--- src/rtl/depth_sort_engine.sv ---
`default_nettype none
// ============================================================================
// Module      : depth_sort_engine
// Description : Loads up to MAX_TRIS depth keys, sorts them stably with an
//               odd-even transposition network, and streams index/key pairs.
// Revision    : 1.0 - initial release
// ============================================================================
module depth_sort_engine #(
    parameter int MAX_TRIS = 24,
    parameter int IDX_W    = 5,
    parameter int DEPTH_W  = 12
) (
    input  logic               clk,
    input  logic               rst_n,
    input  logic               start,
    input  logic [IDX_W:0]     num_tris,
    input  logic               descending,
    input  logic               in_valid,
    input  logic [DEPTH_W-1:0] in_key,
    output logic               in_ready,
    output logic               out_valid,
    input  logic               out_ready,
    output logic [IDX_W-1:0]   out_index,
    output logic [DEPTH_W-1:0] out_key,
    output logic               out_last,
    output logic               busy,
    output logic               done
);

    localparam logic [1:0] c_ST_IDLE  = 2'd0;
    localparam logic [1:0] c_ST_LOAD  = 2'd1;
    localparam logic [1:0] c_ST_SORT  = 2'd2;
    localparam logic [1:0] c_ST_DRAIN = 2'd3;

    localparam logic [IDX_W:0] c_MAX_N = (IDX_W+1)'(MAX_TRIS);
    localparam logic [IDX_W:0] c_ONE   = (IDX_W+1)'(1);

    logic [1:0]         r_state;
    logic [IDX_W:0]     r_n;
    logic               r_desc;
    logic [IDX_W:0]     r_cnt;
    logic               r_zero_done;
    logic [DEPTH_W-1:0] r_key [MAX_TRIS];
    logic [IDX_W-1:0]   r_idx [MAX_TRIS];

    logic [1:0]         w_state_nxt;
    logic [IDX_W:0]     w_n_nxt;
    logic               w_desc_nxt;
    logic [IDX_W:0]     w_cnt_nxt;
    logic               w_zero_done_nxt;
    logic [IDX_W:0]     w_n_clamp;
    logic [IDX_W-1:0]   w_slot;
    logic               w_last;
    logic [MAX_TRIS-2:0] w_swap;
    logic [DEPTH_W-1:0] w_key_nxt [MAX_TRIS];
    logic [IDX_W-1:0]   w_idx_nxt [MAX_TRIS];

    assign w_n_clamp = (num_tris > c_MAX_N) ? c_MAX_N : num_tris;
    assign w_slot    = r_cnt[IDX_W-1:0];
    assign w_last    = (r_cnt == (r_n - c_ONE));

    // Phase parity follows the counter LSB; pairs reaching past N stay idle.
    for (genvar g = 0; g < MAX_TRIS-1; g++) begin : g_pair
        localparam logic           c_ODD = (g % 2) == 1;
        localparam logic [IDX_W:0] c_HI  = (IDX_W+1)'(g + 1);
        assign w_swap[g] = (r_cnt[0] == c_ODD) && (c_HI < r_n) &&
                           (r_desc ? (r_key[g] < r_key[g+1])
                                   : (r_key[g] > r_key[g+1]));
    end

    always_comb begin
        w_state_nxt     = r_state;
        w_n_nxt         = r_n;
        w_desc_nxt      = r_desc;
        w_cnt_nxt       = r_cnt;
        w_zero_done_nxt = 1'b0;
        in_ready        = 1'b0;
        out_valid       = 1'b0;
        out_last        = 1'b0;
        out_index       = '0;
        out_key         = '0;
        busy            = (r_state != c_ST_IDLE);
        done            = r_zero_done;
        case (r_state)
            c_ST_IDLE: begin
                if (start) begin
                    w_n_nxt    = w_n_clamp;
                    w_desc_nxt = descending;
                    w_cnt_nxt  = '0;
                    if (w_n_clamp == '0) begin
                        w_zero_done_nxt = 1'b1;
                    end else begin
                        w_state_nxt = c_ST_LOAD;
                    end
                end
            end
            c_ST_LOAD: begin
                in_ready = 1'b1;
                if (in_valid) begin
                    if (w_last) begin
                        w_state_nxt = c_ST_SORT;
                        w_cnt_nxt   = '0;
                    end else begin
                        w_cnt_nxt = r_cnt + c_ONE;
                    end
                end
            end
            c_ST_SORT: begin
                if (w_last) begin
                    w_state_nxt = c_ST_DRAIN;
                    w_cnt_nxt   = '0;
                end else begin
                    w_cnt_nxt = r_cnt + c_ONE;
                end
            end
            c_ST_DRAIN: begin
                out_valid = 1'b1;
                out_index = r_idx[w_slot];
                out_key   = r_key[w_slot];
                out_last  = w_last;
                if (out_ready) begin
                    if (w_last) begin
                        w_state_nxt = c_ST_IDLE;
                        w_cnt_nxt   = '0;
                        done        = 1'b1;
                    end else begin
                        w_cnt_nxt = r_cnt + c_ONE;
                    end
                end
            end
            default: w_state_nxt = c_ST_IDLE;
        endcase
    end

    always_ff @(posedge clk or negedge rst_n) begin
        if (!rst_n) begin
            r_state     <= c_ST_IDLE;
            r_n         <= '0;
            r_desc      <= 1'b0;
            r_cnt       <= '0;
            r_zero_done <= 1'b0;
        end else begin
            r_state     <= w_state_nxt;
            r_n         <= w_n_nxt;
            r_desc      <= w_desc_nxt;
            r_cnt       <= w_cnt_nxt;
            r_zero_done <= w_zero_done_nxt;
        end
    end

    // Pairs within one phase are disjoint, so all swaps read the old slots.
    always_comb begin
        w_key_nxt = r_key;
        w_idx_nxt = r_idx;
        if ((r_state == c_ST_LOAD) && in_valid) begin
            w_key_nxt[w_slot] = in_key;
            w_idx_nxt[w_slot] = w_slot;
        end else if (r_state == c_ST_SORT) begin
            for (int i = 0; i < MAX_TRIS-1; i++) begin
                if (w_swap[i]) begin
                    w_key_nxt[i]   = r_key[i+1];
                    w_key_nxt[i+1] = r_key[i];
                    w_idx_nxt[i]   = r_idx[i+1];
                    w_idx_nxt[i+1] = r_idx[i];
                end
            end
        end
    end

    always_ff @(posedge clk) begin
        r_key <= w_key_nxt;
        r_idx <= w_idx_nxt;
    end

endmodule
`default_nettype wire

--- config.mk ---
export PLATFORM = sky130hd
export DESIGN_NAME = depth_sort_engine
export DESIGN_NICKNAME = d
export VERILOG_FILES = /design/src/rtl/depth_sort_engine.sv
export SDC_FILE = /design/constraint.sdc
export NUM_CORES = 1
export LEC_CHECK = 0
export ABC_CLOCK_PERIOD_IN_PS = 4500
export BUFFER_PORTS_ARGS = -buffer_cell sky130_fd_sc_hd__buf_2
export CORE_MARGIN = 4
export CORE_UTILIZATION = 30
export CTS_CLUSTER_SIZE = 10
export DETAILED_ROUTE_END_ITERATION = 7
export PLACE_DENSITY_LB_ADDON = 0.3
export SLEW_MARGIN = 20
export SYNTH_ARGS = -nofsm -noshare
export SYNTH_HDL_FRONTEND = slang
export SYNTH_SLANG_ARGS = --single-unit
--- constraint.sdc ---
create_clock -name clk -period 4.5 [get_ports clk]
set_input_delay 0.45 -clock clk [delete_from_list [all_inputs] [get_ports clk]]
set_output_delay 0.45 -clock clk [all_outputs]
set_load 0.01 [all_outputs]
## Word-level counts from Yosys, hierarchy flattened

Index checks and enable logic that the tools add are counted.

| storage, ports and cells | value |
|---|---|
| bits in registers | 424 |
| bits of input ports | 24 |

| operators by class | value |
|---|---|
| magnitude comparators | 72 |
| equality and inequality tests | 11 |
| $add $sub $neg | 2 |
| mux-type cells | 182 |
| bitwise gates (word level) | 2 |
| reduce and logical (&&, ||, !) cells | 103 |

Operators with widths:

| kind | count |
|---|---|
| 24-bit 2-to-1 mux | 59 |
| 10-bit 2-to-1 mux | 59 |
| 288-bit 2-to-1 mux | 2 |
| 288-bit bitwise mux | 1 |
| 12-bit greater-than comparator | 23 |
| 12-bit < comparator | 23 |
| 120-bit 2-to-1 mux | 2 |
| 120-bit bitwise mux | 1 |
| 3-bit nonzero test | 22 |
| 12-bit binary-select mux with 5-bit select | 1 |
| 12-bit demux with 5-bit select | 1 |
| 2-bit AND reduction | 25 |
| 1-bit logical AND | 48 |
| 4-bit by 6-bit < comparator with 1-bit output, first input constant | 8 |
| 5-bit by 6-bit < comparator with 1-bit output, first input constant | 8 |
| 12-bit 2-to-1 mux | 4 |
| 1-bit 2-to-1 mux | 32 |
| 6-bit 2-to-1 mux | 5 |
| 5-bit binary-select mux with 5-bit select | 1 |
| 5-bit demux with 5-bit select | 1 |
| 3-bit by 6-bit < comparator with 1-bit output, first input constant | 4 |
| 6-bit case mux with 4 select lines | 1 |
| 5-bit 2-to-1 mux | 4 |
| 2-bit 2-to-1 mux | 7 |
| other kinds (19) | 30 |

## Logic depth before layout (Yosys ltp)

| logic depth | value |
|---|---|
| depth after elaboration | 64 |
| gate-level depth with buffers | 11 |
| depth with buffers taken out | 9 |

## Worst setup path before layout

OpenSTA, ideal clock, no wires.

| path | value |
|---|---|
| kind | flip-flop to flip-flop |
| start point | register r_key[79] (netlist bit) |
| end point | register r_idx[35] (netlist bit), enable pin |
| path buffers | 0 |
| period minus slack after synthesis | 3.388 ns |
| setup time | 0.397 ns |
| slack | 1.112 ns |
| stages on the path, launching flop included | 10 |
| arrival | 2.990 ns |
| data required time | 4.103 ns |
| cells stage by stage | edfxtp_1 -> inv_1 -> ha_1 -> a41oi_1 -> o21ai_0 -> a221o_1 -> or4b_4 -> nand2_1 -> nor2_1 -> o22ai_1 |

| between the ends | value |
|---|---|
| cells in the longest elaborated chain, start to end | 5 |
| elaborated cells on any way between the ends | 6 |
| classes of those cells | 2 x order compare; 1 x mux; 3 x reduce/logical |

Ends and longest elaborated chain:

| element | line | source |
|---|---|---|
| from (decl) | 43 | `logic [DEPTH_W-1:0] r_key [MAX_TRIS];` |
| from (signal assigned) | 171 | `r_key <= w_key_nxt;` |
| 12-bit greater-than comparator or 12-bit < comparator (tied branches) | 68, 67 |  |
| 1-bit 2-to-1 mux * | 67 | `(r_desc ? (r_key[g] < r_key[g+1])` |
| 1-bit logical AND * | 66 | `assign w_swap[g] = (r_cnt[0] == c_ODD) && (c_HI < r_n) &&` |
| 3-bit nonzero test (no line) * | - |  |
| 2-bit AND reduction (no line) * | - |  |
| to (signal assigned) | 172 | `r_idx <= w_idx_nxt;` |
| to (decl) | 44 | `logic [IDX_W-1:0] r_idx [MAX_TRIS];` |

Every way passes the cells marked *; elsewhere a longest branch is shown, timed or not.
A chain may end at the register's enable or synchronous reset.

## Worst setup path in the final report

| path | value |
|---|---|
| start point | register r_cnt[1] |
| end point | output out_key[9] |

| between the ends | value |
|---|---|
| cells in the longest elaborated chain, start to end | 5 |

Ends and longest elaborated chain:

| element | line | source |
|---|---|---|
| from (decl) | 41 | `logic [IDX_W:0] r_cnt;` |
| from (signal assigned) | 146 | `r_cnt <= w_cnt_nxt;` |
| 5-bit NOT with 6-bit output (not written as such) | 119 | `out_key = r_key[w_slot];` |
| 12-bit binary-select mux with 5-bit select | 119 |  |
| 12-bit 2-to-1 mux (not written as such) (2 in series) | 119 |  |
| 12-bit 2-to-1 mux | 84 | `case (r_state)` |
| to (decl) | 24 | `output logic [DEPTH_W-1:0] out_key,` |

Every way passes these cells. The select of a mux whose other input is x is not followed.

==> results.md <==
* Vert. Die Dim at 327 um
* Crit end category: output port
* Placed cell area at 32600 um^2
* Clock Power Share at 18.2%
* Switching pwr at 9.44 mW
* Share of cells above drive strength 1 at 13.1%
* CP required at 4.05 ns
* Hold WC Path Type: primary input to flip-flop
* Antenna Nets Post-Route at 0
* Total CTS buffers at 53
* Final GP Congestion at 0.945
* Fmax at 254 MHz
* Logic pwr share at 48.3%
* Worst setup SP type: flip-flop
* Final setup vio count at 0
* Final Cell Area at 34100 um^2
* Vias in the first global route at 23800
* Clk_lat worst skew at 0.61 ns
* Int Pwr at 12.4 mW
* I/O Buffers at 45
* Power Density at 641 nW/um^2
* Starting Density at 30.3%
* # rows at 116
* Crit share post-route at 87.5%
* Diodes inserted at 0
* Fin crit period at 3.94 ns
* Worst-path cell chain: buf_4 > mux4_2 > a22oi_1 > a31oi_1 > buf_2
* Tot GR Track Use at 20.6%
* Most common cell after layout, fill and taps aside: edfxtp_1
* Largest net degree at the start of global routing at 63
* Post-Syn Instances at 2851
* RSZ-0062 raised after global routing: false
* CTS Buffer Depth at 3
* Synth Warn # at 0
* Max-cap viol count at 0
* Slowest-stage cell, CP: dfrtp_4
* Nets at 3186
* Top Ports at 46
* CP Class: flip-flop to output port
* Seq/Total Area, Yosys at 41.5%
* Setup TNS at 0 ns
* Cell taking the most area after synthesis: edfxtp_1
* Status: complete, no violations
* Final Max Tran Viols at 0
* Crit path launch: r_cnt[1]
* Slew margin rel. at 31.9%
* Reg clk slew, reported paths at 0.06 ns
* Pre-CTS setup slack at 0.750 ns
* Setup bufs post-CTS at 0
* Initial drt markers at 3101
* Commonest cells after routing, fill and taps aside: edfxtp_1 (408), nor2_1 (381), a221o_1 (310), inv_1 (293), ha_1 (288)
* Worst VDD drop at 0.347 mV
* Crit Path Max Fanout at 45
* Syn_area_per_cell at 10.7 um^2
* Cell Area, Synth at 30500 um^2
* Syn_nets at 3163
* Ys flop type: edfxtp_1
* Clock sink count at 424
* First-pass GRT wire length at 167000 um
* Width of the die at 327 um
* Power, Total at 21.9 mW
* Final core occ at 33.9%
* Switching share of power at 43.2%
* Sequential power share at 33.5%
* Routed vias at 25500
* Async SR Flop Fraction at 3.77%
* Hold Vio Cnt, Final at 0
* Area Overhead vs Synth at 11.8%
* Max H-tree Level at 2
* Overflow after GRT at 0
* Hold Crit Start: start
* CTS tree: yes
* Worst reg2reg startpoint: r_n[1]
* Drt via density at 5.98
* Fillers at 10100
* Measured slew at the worst slew-check pin at 1.01 ns
* Non-filler cells, final at 4267
* Dpl cells at 4175
* Register bit total from synthesis at 424
* Post-synth EDFFs at 408
* Area contributors post-synth: edfxtp_1 (40%), ha_1 (12%), a221o_1 (10%)
* TritonRoute pass-1 iters at 6
* DIE AREA at 107000 um^2
* Initial antenna violation count at 5
* Yosys top cell area share at 40.1%
* Setup ws final at 0.563 ns
* Hold WS at 0.0757 ns
* Leak at 13.0 nW
* Worst clock skew at 0.0165 ns
* Drt drc at 0
* Synth unique cells at 81
* Avg WL per Cell at 26.6 um
* Critical Path Max Stage Delay at 0.94 ns
* Hpwl dp at 80900 um
* Drt total wl at 114000 um
* Core area at 101000 um^2
* CTS root buf: clkbuf_16
* Worst EP arrival at 3.49 ns
==> sequential cells by signal (all words and copies together) (netlist names) <==
register	cells
r_n	6
r_cnt	6
r_key	288
r_desc	1
r_state	2
r_idx	120
r_zero_done	1
==> cell usage after synthesis (all sizes together) (10+ instances only) <==
library cell and n:
a21oi 141, nand2 115, a21o 26, o21ai 38, a211oi 11, mux4 102, nand4 59, inv 294
ha 288, a31oi 21, edfxtp 408, buf 87, o211ai 23, dfrtp 16, and2 23, a221oi 13
a221o 310, a22oi 79, a22o 10, and3 10, mux2i 24, nor3 19, o22ai 36, clkbuf 113
nor2b 28, a32o 14, nand3 51, nor2 381
==> area by class of cell <==
class | instances | area [um^2] | share of cell area (%)
multi-input combinational | 1932 | 15900 | 46.6
sequential | 424 | 12700 | 37.1
tap | 1357 | 1700 | 4.98
clock buffer | 73 | 1470 | 4.32
timing repair buffer | 168 | 1200 | 3.52
inverter | 295 | 1110 | 3.25
clock inverter | 18 | 80.1 | 0.235
==> power groups by stage <==
stage,Combinational [mW],Sequential (mW),Clock [mW]
finish,10.6,7.32,3.97
global route,11.3,7.40,4.20
CTS,10.4,7.27,4.04
detailed placement,10.3,7.34,0
global placement,10.2,7.35,0
floorplan,7.39,6.54,0
==> routing by layer <==
layer  track usage (%)  wire length (um)  vias to the layer above
li1                  -                 -                    11200
met1              29.4             49200                    12900
met2              32.2             50700                     1287
met3              3.34              9980                      187
met4              6.23              3690                        2
met5                 0                11                        -
==> worst max-delay path, delay by kind of cell, from the launching register on <==
family,cells,cell delay [ns]
AOI/OAI and AO/OA,2,0.51
buffers and inverters,2,0.75
DFF,1,0.94
muxes,1,0.63
==> timing repair <==
item,CTS,global route
resized for setup,0,0
hold buffers,1,0
hold endpoints to repair,16,0
==> final timing paths <==
kind,end,slack [ns],depth (start not counted)
setup / recovery,out_key[9],0.56,5
hold / removal,r_n[5],0.08,2
setup reg to reg,r_key[100],0.72,10
hold reg to reg,r_key[18],0.61,1
max in group asynchronous,r_cnt[0],3.90,2
min in group asynchronous,r_state[0],0.30,2
==> cells by family after synthesis <==
logic type | after synthesis | synth area share [%]
AO/OA/AOI/OAI | 771 | 20.3
XOR/XNOR | 8 | 0.230
adder cells (fa/ha/maj) | 288 | 11.8
buffers and inverters | 495 | 6.65
flip-flops | 424 | 41.5
multiplexers | 135 | 8.68
AND/OR/NAND/NOR | 730 | 10.8
Power figures use the tool's default switching activity.
